$ cat src/rtl/pwm_dac_mc.sv
// Multi-channel 1-bit DAC with double-buffered duties and frame-aligned switching
// between PWM and first-order sigma-delta modulation.
module pwm_dac_mc #(
    parameter int N  = 8,
    parameter int CH = 4,
    parameter int CW = (CH > 1) ? $clog2(CH) : 1
) (
    input  logic          clk,
    input  logic          reset,
    input  logic          enable,
    input  logic          mode,
    input  logic          wr_en,
    input  logic [CW-1:0] wr_ch,
    input  logic [N-1:0]  wr_data,
    output logic          wr_ready,
    output logic [CH-1:0] dac_out,
    output logic          frame_start
);

    localparam logic [N-1:0] CTR_MAX = '1;

    logic [N-1:0] ctr;
    logic [N-1:0] shadow      [CH];
    logic [N-1:0] shadow_next [CH];
    logic [N-1:0] active      [CH];
    logic [N-1:0] acc         [CH];
    logic [N:0]   sd_sum      [CH];
    logic         active_mode;
    logic         run;
    logic         commit;
    logic         wr_accept;

    assign commit    = enable && (ctr == CTR_MAX);
    assign wr_ready  = !commit;
    assign wr_accept = wr_en && wr_ready;

    // Shadow contents including this cycle's write; channels >= CH never match.
    always_comb begin
        for (int i = 0; i < CH; i++) begin
            shadow_next[i] = (wr_accept && (wr_ch == CW'(i))) ? wr_data : shadow[i];
            sd_sum[i]      = {1'b0, acc[i]} + {1'b0, active[i]};
        end
    end

    always_ff @(posedge clk) begin
        if (reset) begin
            ctr         <= '0;
            run         <= 1'b0;
            frame_start <= 1'b0;
            dac_out     <= '0;
            active_mode <= 1'b0;
            for (int i = 0; i < CH; i++) begin
                shadow[i] <= '0;
                active[i] <= '0;
                acc[i]    <= '0;
            end
        end else begin
            run <= enable;
            for (int i = 0; i < CH; i++) begin
                shadow[i] <= shadow_next[i];
            end
            if (!enable) begin
                // Idle tracks the shadow (including a same-cycle write) so the
                // first frame after enable already uses the latest values.
                ctr         <= '0;
                frame_start <= 1'b0;
                dac_out     <= '0;
                active_mode <= mode;
                for (int i = 0; i < CH; i++) begin
                    active[i] <= shadow_next[i];
                    acc[i]    <= '0;
                end
            end else begin
                ctr         <= ctr + 1'b1;
                frame_start <= commit || !run;
                for (int i = 0; i < CH; i++) begin
                    if (active_mode) begin
                        dac_out[i] <= sd_sum[i][N];
                        acc[i]     <= sd_sum[i][N-1:0];
                    end else begin
                        dac_out[i] <= (active[i] > ctr);
                    end
                end
                if (commit) begin
                    active_mode <= mode;
                    for (int i = 0; i < CH; i++) begin
                        active[i] <= shadow[i];
                        if (mode != active_mode) begin
                            acc[i] <= '0;
                        end
                    end
                end
            end
        end
    end

endmodule

$ cat config.mk
export PLATFORM = sky130hd
export DESIGN_NAME = pwm_dac_mc
export DESIGN_NICKNAME = d
export VERILOG_FILES = /design/src/rtl/pwm_dac_mc.sv
export SDC_FILE = /design/constraint.sdc
export NUM_CORES = 1
export LEC_CHECK = 0
export ABC_AREA = 1
export CAP_MARGIN = 20
export CORE_MARGIN = 10
export CORE_UTILIZATION = 30
export DETAILED_ROUTE_END_ITERATION = 10
export GPL_TIMING_DRIVEN = 1
export PLACE_DENSITY = 0.49
export SKIP_CTS_REPAIR_TIMING = 1
export SYNTH_ARGS = -nofsm -noshare
export SYNTH_HDL_FRONTEND = slang
export SYNTH_SLANG_ARGS = --single-unit
$ cat constraint.sdc
create_clock -name clk -period 2.9 [get_ports clk]
set_clock_uncertainty 0.15 [all_clocks]
set_input_delay 0.58 -clock clk [delete_from_list [all_inputs] [get_ports clk]]
set_output_delay 0.58 -clock clk [all_outputs]
set_load 0.01 [all_outputs]
==> results of run 1 <==
[worst register-to-register path, delay by kind of cell, from the launching register on]
family                   cells  cell delay, ns
AND/OR/NAND/NOR              6            0.78
buffers and inverters        2            0.48
flip-flops                   1            0.35
adder cells (fa/ha/maj)      1            0.17
[layout by cell type, fill, tap and decap left out, types with 6 or more instances in the layout]
master and instances:
dfxtp_1 71, clkdlybuf4s50_1 20, ha_1 65, o21ai_0 18, nand3_1 49, a21oi_1 54, nand4_1 43, clkbuf_16 9
edfxtp_1 40, o21a_1 7, nor3_1 6, inv_1 97, buf_4 14, nand2_1 230, nor2_1 85
[cell type report]
class	count	area (um^2)	share of cell area
Inverter	102	383	0.0520
Multi-Input combinational cell	603	3380	0.459
Sequential cell	111	2620	0.357
Clock buffer	9	225	0.0306
Clock inverter	7	77.6	0.0105
Timing Repair Buffer	35	325	0.0442
Tap cell	275	344	0.0468
[logic make-up after synthesis]
family / count (synthesis)
XOR/XNOR: 7
adder cells (fa/ha/maj): 69
AND/OR/NAND/NOR: 442
buffers and inverters: 120
AO/OA/AOI/OAI: 85
flip-flops: 111
[sequential cells by signal (all words and copies together), names as in the netlist]
signal / count
shadow: 32
ctr: 8
dac_out: 4
active: 32
run: 1
active_mode: 1
acc: 32
frame_start: 1
[where the power goes]
group,switching (mW),total (mW),internal (mW)
Clock,0.636,1.32,0.683
Sequential,0.0458,1.73,1.69
Combinational,0.279,0.452,0.174
[stage by stage]
| step | power, mW | area (um^2) |
|---|---|---|
| finish | 3.51 | 7360 |
| global route | 3.70 | 7360 |
| CTS | 3.55 | 7360 |
| detailed placement | 2.23 | 7050 |
| global placement | 2.23 | 7050 |
| floorplan | 2.08 | 6510 |
[worst min-delay path by stage]
stage	slack, ns	end	startpoint	depth (start not counted)
floorplan	0.25	frame_start	run	1
global placement	0.29	acc[1][0]	acc[1][0]	2
detailed placement	0.30	acc[1][3]	acc[1][3]	2
CTS	0.31	acc[1][3]	acc[1][3]	2
global route	0.33	acc[1][3]	acc[1][3]	2
finish	0.31	acc[0][5]	acc[0][5]	2
[layer usage]
metal	up-vias	track usage	wire length, um
met5	-	0	0
met4	0	0.0329	172
met3	9	0.0222	537
met2	76	0.170	6710
met1	2345	0.172	8540
li1	2818	-	-
==> qor.csv, run 1 <==
stage,metric,value,unit
global_route,grt_pass1_vias,4881,
worst_setup_path,required,2.17,ns
power_and_ir_drop,power_density,477,nW/um^2
yosys,yosysMostFrequentCell,nand2_1,
clock_network,clock_insertion_delay_worst_skew,0.36,ns
routing,drc_errors,0,
worst_setup_path,critical_path.cell_chain,"ha_1, nand2_1, nor2_2, nand3_2, clkdlybuf4s50_1",
sta,holdWs,0.307,ns
worst_setup_path,startpoint,ctr[1],
routing,routedWlPerCell,14.0,um
yosys,ys_ff_latch,111,
floorplan,rows,53,
worst_setup_path,worstReg2RegStart,ctr[1],
worst_setup_path,critPathMaxStageDelay,0.54,ns
yosys,async_reset_ff_frac,0,
routing,postRouteAntennaNets,0,
worst_setup_path,worstPathArrival,1.97,ns
global_route,grt_max_degree,39,
clock_network,numCtsBuffers,9,
cells_and_area,nets,946,
yosys,synth-simple-area-share,0.302,
yosys,synth_edf_count,40,
floorplan,dieHeight,167,um
clock_network,root_buffer,clkbuf_16,
global_route,grt_pass1_wl,26800,um
sta,relSlewSlack,0.640,
sta,slew_viol_final,0,
sta,max_freq,0.371,GHz
worst_setup_path,path_depth,5,
run,max_cap_viol_count,0,
worst_setup_path,path_delay_family,simple AND/OR/NAND/NOR gates,
clock_network,clockBufferDepth,2,
yosys,synthesis.nets,918,
yosys,syn_area_per_cell,7.80,um^2
routing,vias,5248,
sta,layout_setup_ws,0.202,ns
floorplan,die_area,28000,um^2
yosys,synth_cell_types,37,
worst_setup_path,cp-endpoint,wr_ready,
cells_and_area,area_growth,13.1,%
yosys,synth_mux_area_frac,0,
sta,hold_viol,0,
global_route,grt_usage,0.118,
global_route,antenna_found_initial,0,
sta,post-route-period-util,0.930,
yosys,yosys_warnings,0,
worst_setup_path,critPathBufInv,1,
yosys,netlist.area_leader.share,0.218,
floorplan,die_w,167,um
yosys,synth_area,6510,um^2
power_and_ir_drop,peakVddDrop,252,uV
yosys,synth_common_cells,"nand2_1 (230), inv_1 (97), nor2_1 (85), dfxtp_1 (71), ha_1 (65)",
yosys,synth_fa_ha_area_frac,0.137,
worst_hold_path,hp-class,flip-flop to flip-flop,
routing,firstDrtPassIters,5,
cells_and_area,drive_above_1_share,0.0669,
run_status,outcome,"complete, no violations",
yosys,yosysSeqAreaShare,0.403,
yosys,synth_flop_cell,dfxtp_1,
global_route,grt_overflow,0,
sta,layout_min_cycle_time,2.70,ns
placement,io_buffers,20,
worst_setup_path,regToRegSetupSlack,0.66,ns
yosys,synth_compound_area_frac,0.0708,
routing,routed_wl,16000,um
sta,rsz0062_at_grt,false,
yosys,synth_area_leaders,"dfxtp_1 (22%), edfxtp_1 (18%), nand2_1 (13%), ha_1 (13%), inv_1 (5.6%)",
routing,via_per_inst,4.60,
worst_setup_path,path_class,flip-flop to output port,
sta,worst_slew_pin_slew,0.538,ns
yosys,synth.largest_area_cell,dfxtp_1,
placement,dp_hpwl,11900,um
worst_setup_path,r2r_cells,9,
yosys,synth_xor_area_frac,0.00942,
floorplan,start_util,0.308,
cells_and_area,instances_no_fill,1142,
clock_network,ctsHtreeMaxLevel,3,
cells_and_area,antenna_cells,0,
clock_network,cts.sinks,111,
clock_network,cts_tree,built,
routing,dr.first_iter.drc_count,224,
sta,setup_violations,0,
cells_and_area,finish.utilization,0.348,
worst_setup_path,cp_slowest_cell,clkdlybuf4s50_1,
worst_setup_path,end_kind,output port,
floorplan,core-area,21200,um^2
power_and_ir_drop,p_leak,3.42,nW
yosys,synth_top_family_by_area,simple AND/OR/NAND/NOR gates,
worst_setup_path,rr_endpoint,active[3][3],
sta,fin_tns_setup,0,ns
floorplan,io_pins,21,
worst_setup_path,cp_max_fo,6,
worst_setup_path,cp-start-kind,flip-flop,
placement,gp_congestion,0.814,
placement,detailedPlace.worstSlack,0.235,ns
placement,dpl.cell_count,1126,
cells_and_area,fillers,2178,
clock_network,cts.clk_slew.worst_paths,0.08,ns
yosys,synthCells,834,
Note: power is estimated with default switching activity, not from simulation.
==> run 2, diff against run 1 <==
--- a/config.mk
+++ b/config.mk
@@ -8,10 +8,10 @@
 export ABC_AREA = 1
 export CAP_MARGIN = 20
 export CORE_MARGIN = 10
-export CORE_UTILIZATION = 30
+export CORE_UTILIZATION = 45
 export DETAILED_ROUTE_END_ITERATION = 10
 export GPL_TIMING_DRIVEN = 1
-export PLACE_DENSITY = 0.49
+export PLACE_DENSITY = 0.66
 export SKIP_CTS_REPAIR_TIMING = 1
 export SYNTH_ARGS = -nofsm -noshare
 export SYNTH_HDL_FRONTEND = slang
==> run 2 against run 1 <==
Net effect:
- die area shrank 30%
- total power grew 3.9%
- setup slack lost 0.020 ns
- sequential share of layout area grew 0.37 points
- register-to-register slack is essentially flat
- first-iteration DRC count grew 99%
- critical endpoint unchanged
==> qor.csv, run 2 (synthesized netlist as in run 1, its figures left out) <==
stage,metric,value,unit,change
power_and_ir_drop,p_leak,3.44,nW,+0.51%
sta,setup_violations,0,,unchanged
floorplan,rows,43,,-19%
clock_network,root_buffer,clkbuf_16,,
global_route,grt_pass1_wl,24500,um,-8.8%
worst_setup_path,required,2.17,ns,about the same
floorplan,start_util,0.463,,+0.156
routing,dr.first_iter.drc_count,445,,+99%
sta,post-route-period-util,0.937,,+0.00688
placement,detailedPlace.worstSlack,0.236,ns,+0.000672 ns
placement,dp_hpwl,11000,um,-7.4%
sta,hold_viol,0,,unchanged
worst_setup_path,cp_max_fo,6,,unchanged
floorplan,io_pins,21,,unchanged
placement,gp_congestion,0.875,,+7.5%
placement,io_buffers,20,,unchanged
cells_and_area,antenna_cells,0,,unchanged
clock_network,cts.clk_slew.worst_paths,0.07,ns,about the same
sta,rsz0062_at_grt,false,,
global_route,grt_usage,0.152,,+0.0340
cells_and_area,final_cell_mix,"nand2_1 (230), inv_1 (97), nor2_1 (85), dfxtp_1 (71), ha_1 (65)",,
floorplan,dieHeight,140,um,-16%
routing,firstDrtPassIters,5,,unchanged
power_and_ir_drop,power_density,501,nW/um^2,+5.0%
worst_setup_path,end_kind,output port,,
worst_setup_path,cp_slowest_cell,clkdlybuf4s50_1,,
power_and_ir_drop,p_total,3.64,mW,+3.9%
worst_hold_path,hp-class,flip-flop to flip-flop,,
clock_network,numCtsBuffers,9,,unchanged
placement,place_area,6930,um^2,-1.8%
clock_network,cts.sinks,111,,unchanged
run_status,outcome,"complete, no violations",,
cells_and_area,fin_area,7280,um^2,-1.0%
worst_setup_path,critPathMaxStageDelay,0.54,ns,about the same
sta,slew_viol_final,0,,unchanged
worst_setup_path,path_delay_family,simple AND/OR/NAND/NOR gates,,
clock_network,cts_tree,built,,
clock_network,clock_insertion_delay_worst_skew,0.36,ns,about the same
clock_network,clockBufferDepth,2,,unchanged
floorplan,die_area,19700,um^2,-30%
sta,relSlewSlack,0.628,,-0.0116
cells_and_area,drive_above_1_share,0.0658,,-0.00108
cells_and_area,largest_registers,"acc x32, active x32, shadow x32",,
global_route,grt_overflow,0,,unchanged
routing,routed_wl,14900,um,-6.9%
worst_setup_path,worstPathArrival,1.99,ns,+0.02 ns
sta,fin_tns_setup,0,ns,unchanged
worst_setup_path,critPathBufInv,1,,unchanged
sta,layout_setup_ws,0.182,ns,-0.0199 ns
worst_setup_path,path_class,flip-flop to output port,,
routing,routedWlPerCell,14.2,um,+1.6%
cells_and_area,seq_area,2620,um^2,unchanged
run,max_cap_viol_count,0,,unchanged
global_route,grt_max_degree,39,,unchanged
clock_network,ctsHtreeMaxLevel,3,,unchanged
cells_and_area,final_common_cell,nand2_1,,
routing,postRouteAntennaNets,0,,unchanged
cells_and_area,multi_input_area,3380,um^2,unchanged
global_route,grt_pass1_vias,4959,,+1.6%
cells_and_area,fillers,1328,,-39%
sta,max_freq,0.368,GHz,-0.73%
routing,vias,5336,,+1.7%
sta,layout_min_cycle_time,2.72,ns,+0.0199 ns
cells_and_area,area_growth,11.9,%,
worst_setup_path,cp-start-kind,flip-flop,,
global_route,antenna_found_initial,0,,unchanged
floorplan,core-area,14000,um^2,-34%
floorplan,die_w,140,um,-16%
routing,via_per_inst,5.10,,+11%
routing,drc_errors,0,,unchanged
power_and_ir_drop,peakVddDrop,376,uV,+49%
cells_and_area,nets,945,,-0.11%
worst_setup_path,critical_path.cell_chain,"ha_1, nand2_1, nor2_2, nand3_2, clkdlybuf4s50_1",,
sta,worst_slew_pin_slew,0.556,ns,+0.0173 ns
run 2: per-stage QoR:
stage | utilization | hold slack [ns] | std cells
4_1_cts | 0.518 | 0.308 | 1046
2_1_floorplan | - | 0.251 | 834
6_report | 0.518 | 0.306 | 1046
3_3_place_gp | 0.493 | 0.282 | 1030
3_5_place_dp | 0.493 | 0.292 | 1030
5_1_grt | 0.518 | 0.318 | 1046
run 2: metal layers:
| metal | vias up | part of all wire | track usage |
|---|---|---|---|
| met5 | - | 0 | 0 |
| met4 | 0 | 0.013 | 0.0402 |
| met3 | 18 | 0.055 | 0.0402 |
| met2 | 114 | 0.44 | 0.232 |
| met1 | 2388 | 0.50 | 0.205 |
| li1 | 2816 | - | - |
run 2: report_power, final:
part           internal (mW)  leakage, nW  total (mW)  switching [mW]
sequential              1.69         1.01        1.73          0.0446
clock                  0.857        0.172        1.46           0.604
combinational          0.172         2.26       0.449           0.277
run 2: cell type report:
cell class	instances	share of cell area
clock inverter	7	0.0175
inverter	102	0.0526
clock buffer	9	0.0309
tap	180	0.0309
sequential	111	0.360
multi-input combinational	603	0.464
timing repair buffer	34	0.0437
run 2: path summary, 6_finish.rpt:
kind	depth (start not counted)	slack (ns)	startpoint	end
worst min-delay path	2	0.31	acc[0][0]	acc[0][0]
worst max-delay path	5	0.18	ctr[1]	wr_ready
worst min register to register	2	0.31	acc[0][0]	acc[0][0]
worst max register to register	9	0.66	ctr[1]	active[3][3]
run 2: worst register-to-register path, cell delays in order (launching register included):
cell and delay [ns]:
dfxtp_1 0.36, ha_1 0.17, nand2_1 0.09, nor2_2 0.27
nand3_2 0.21, buf_12 0.23, nor2_4 0.10, nor2_2 0.06
nand2_1 0.06, buf_4 0.23
==> run 3, diff against run 2 <==
--- a/config.mk
+++ b/config.mk
@@ -6,6 +6,7 @@
 export NUM_CORES = 1
 export LEC_CHECK = 0
 export ABC_AREA = 1
+export ABC_CLOCK_PERIOD_IN_PS = 2900
 export CAP_MARGIN = 20
 export CORE_MARGIN = 10
 export CORE_UTILIZATION = 45
==> results of run 3 <==
Final layout, timing and power as in run 2 (identical DEF).
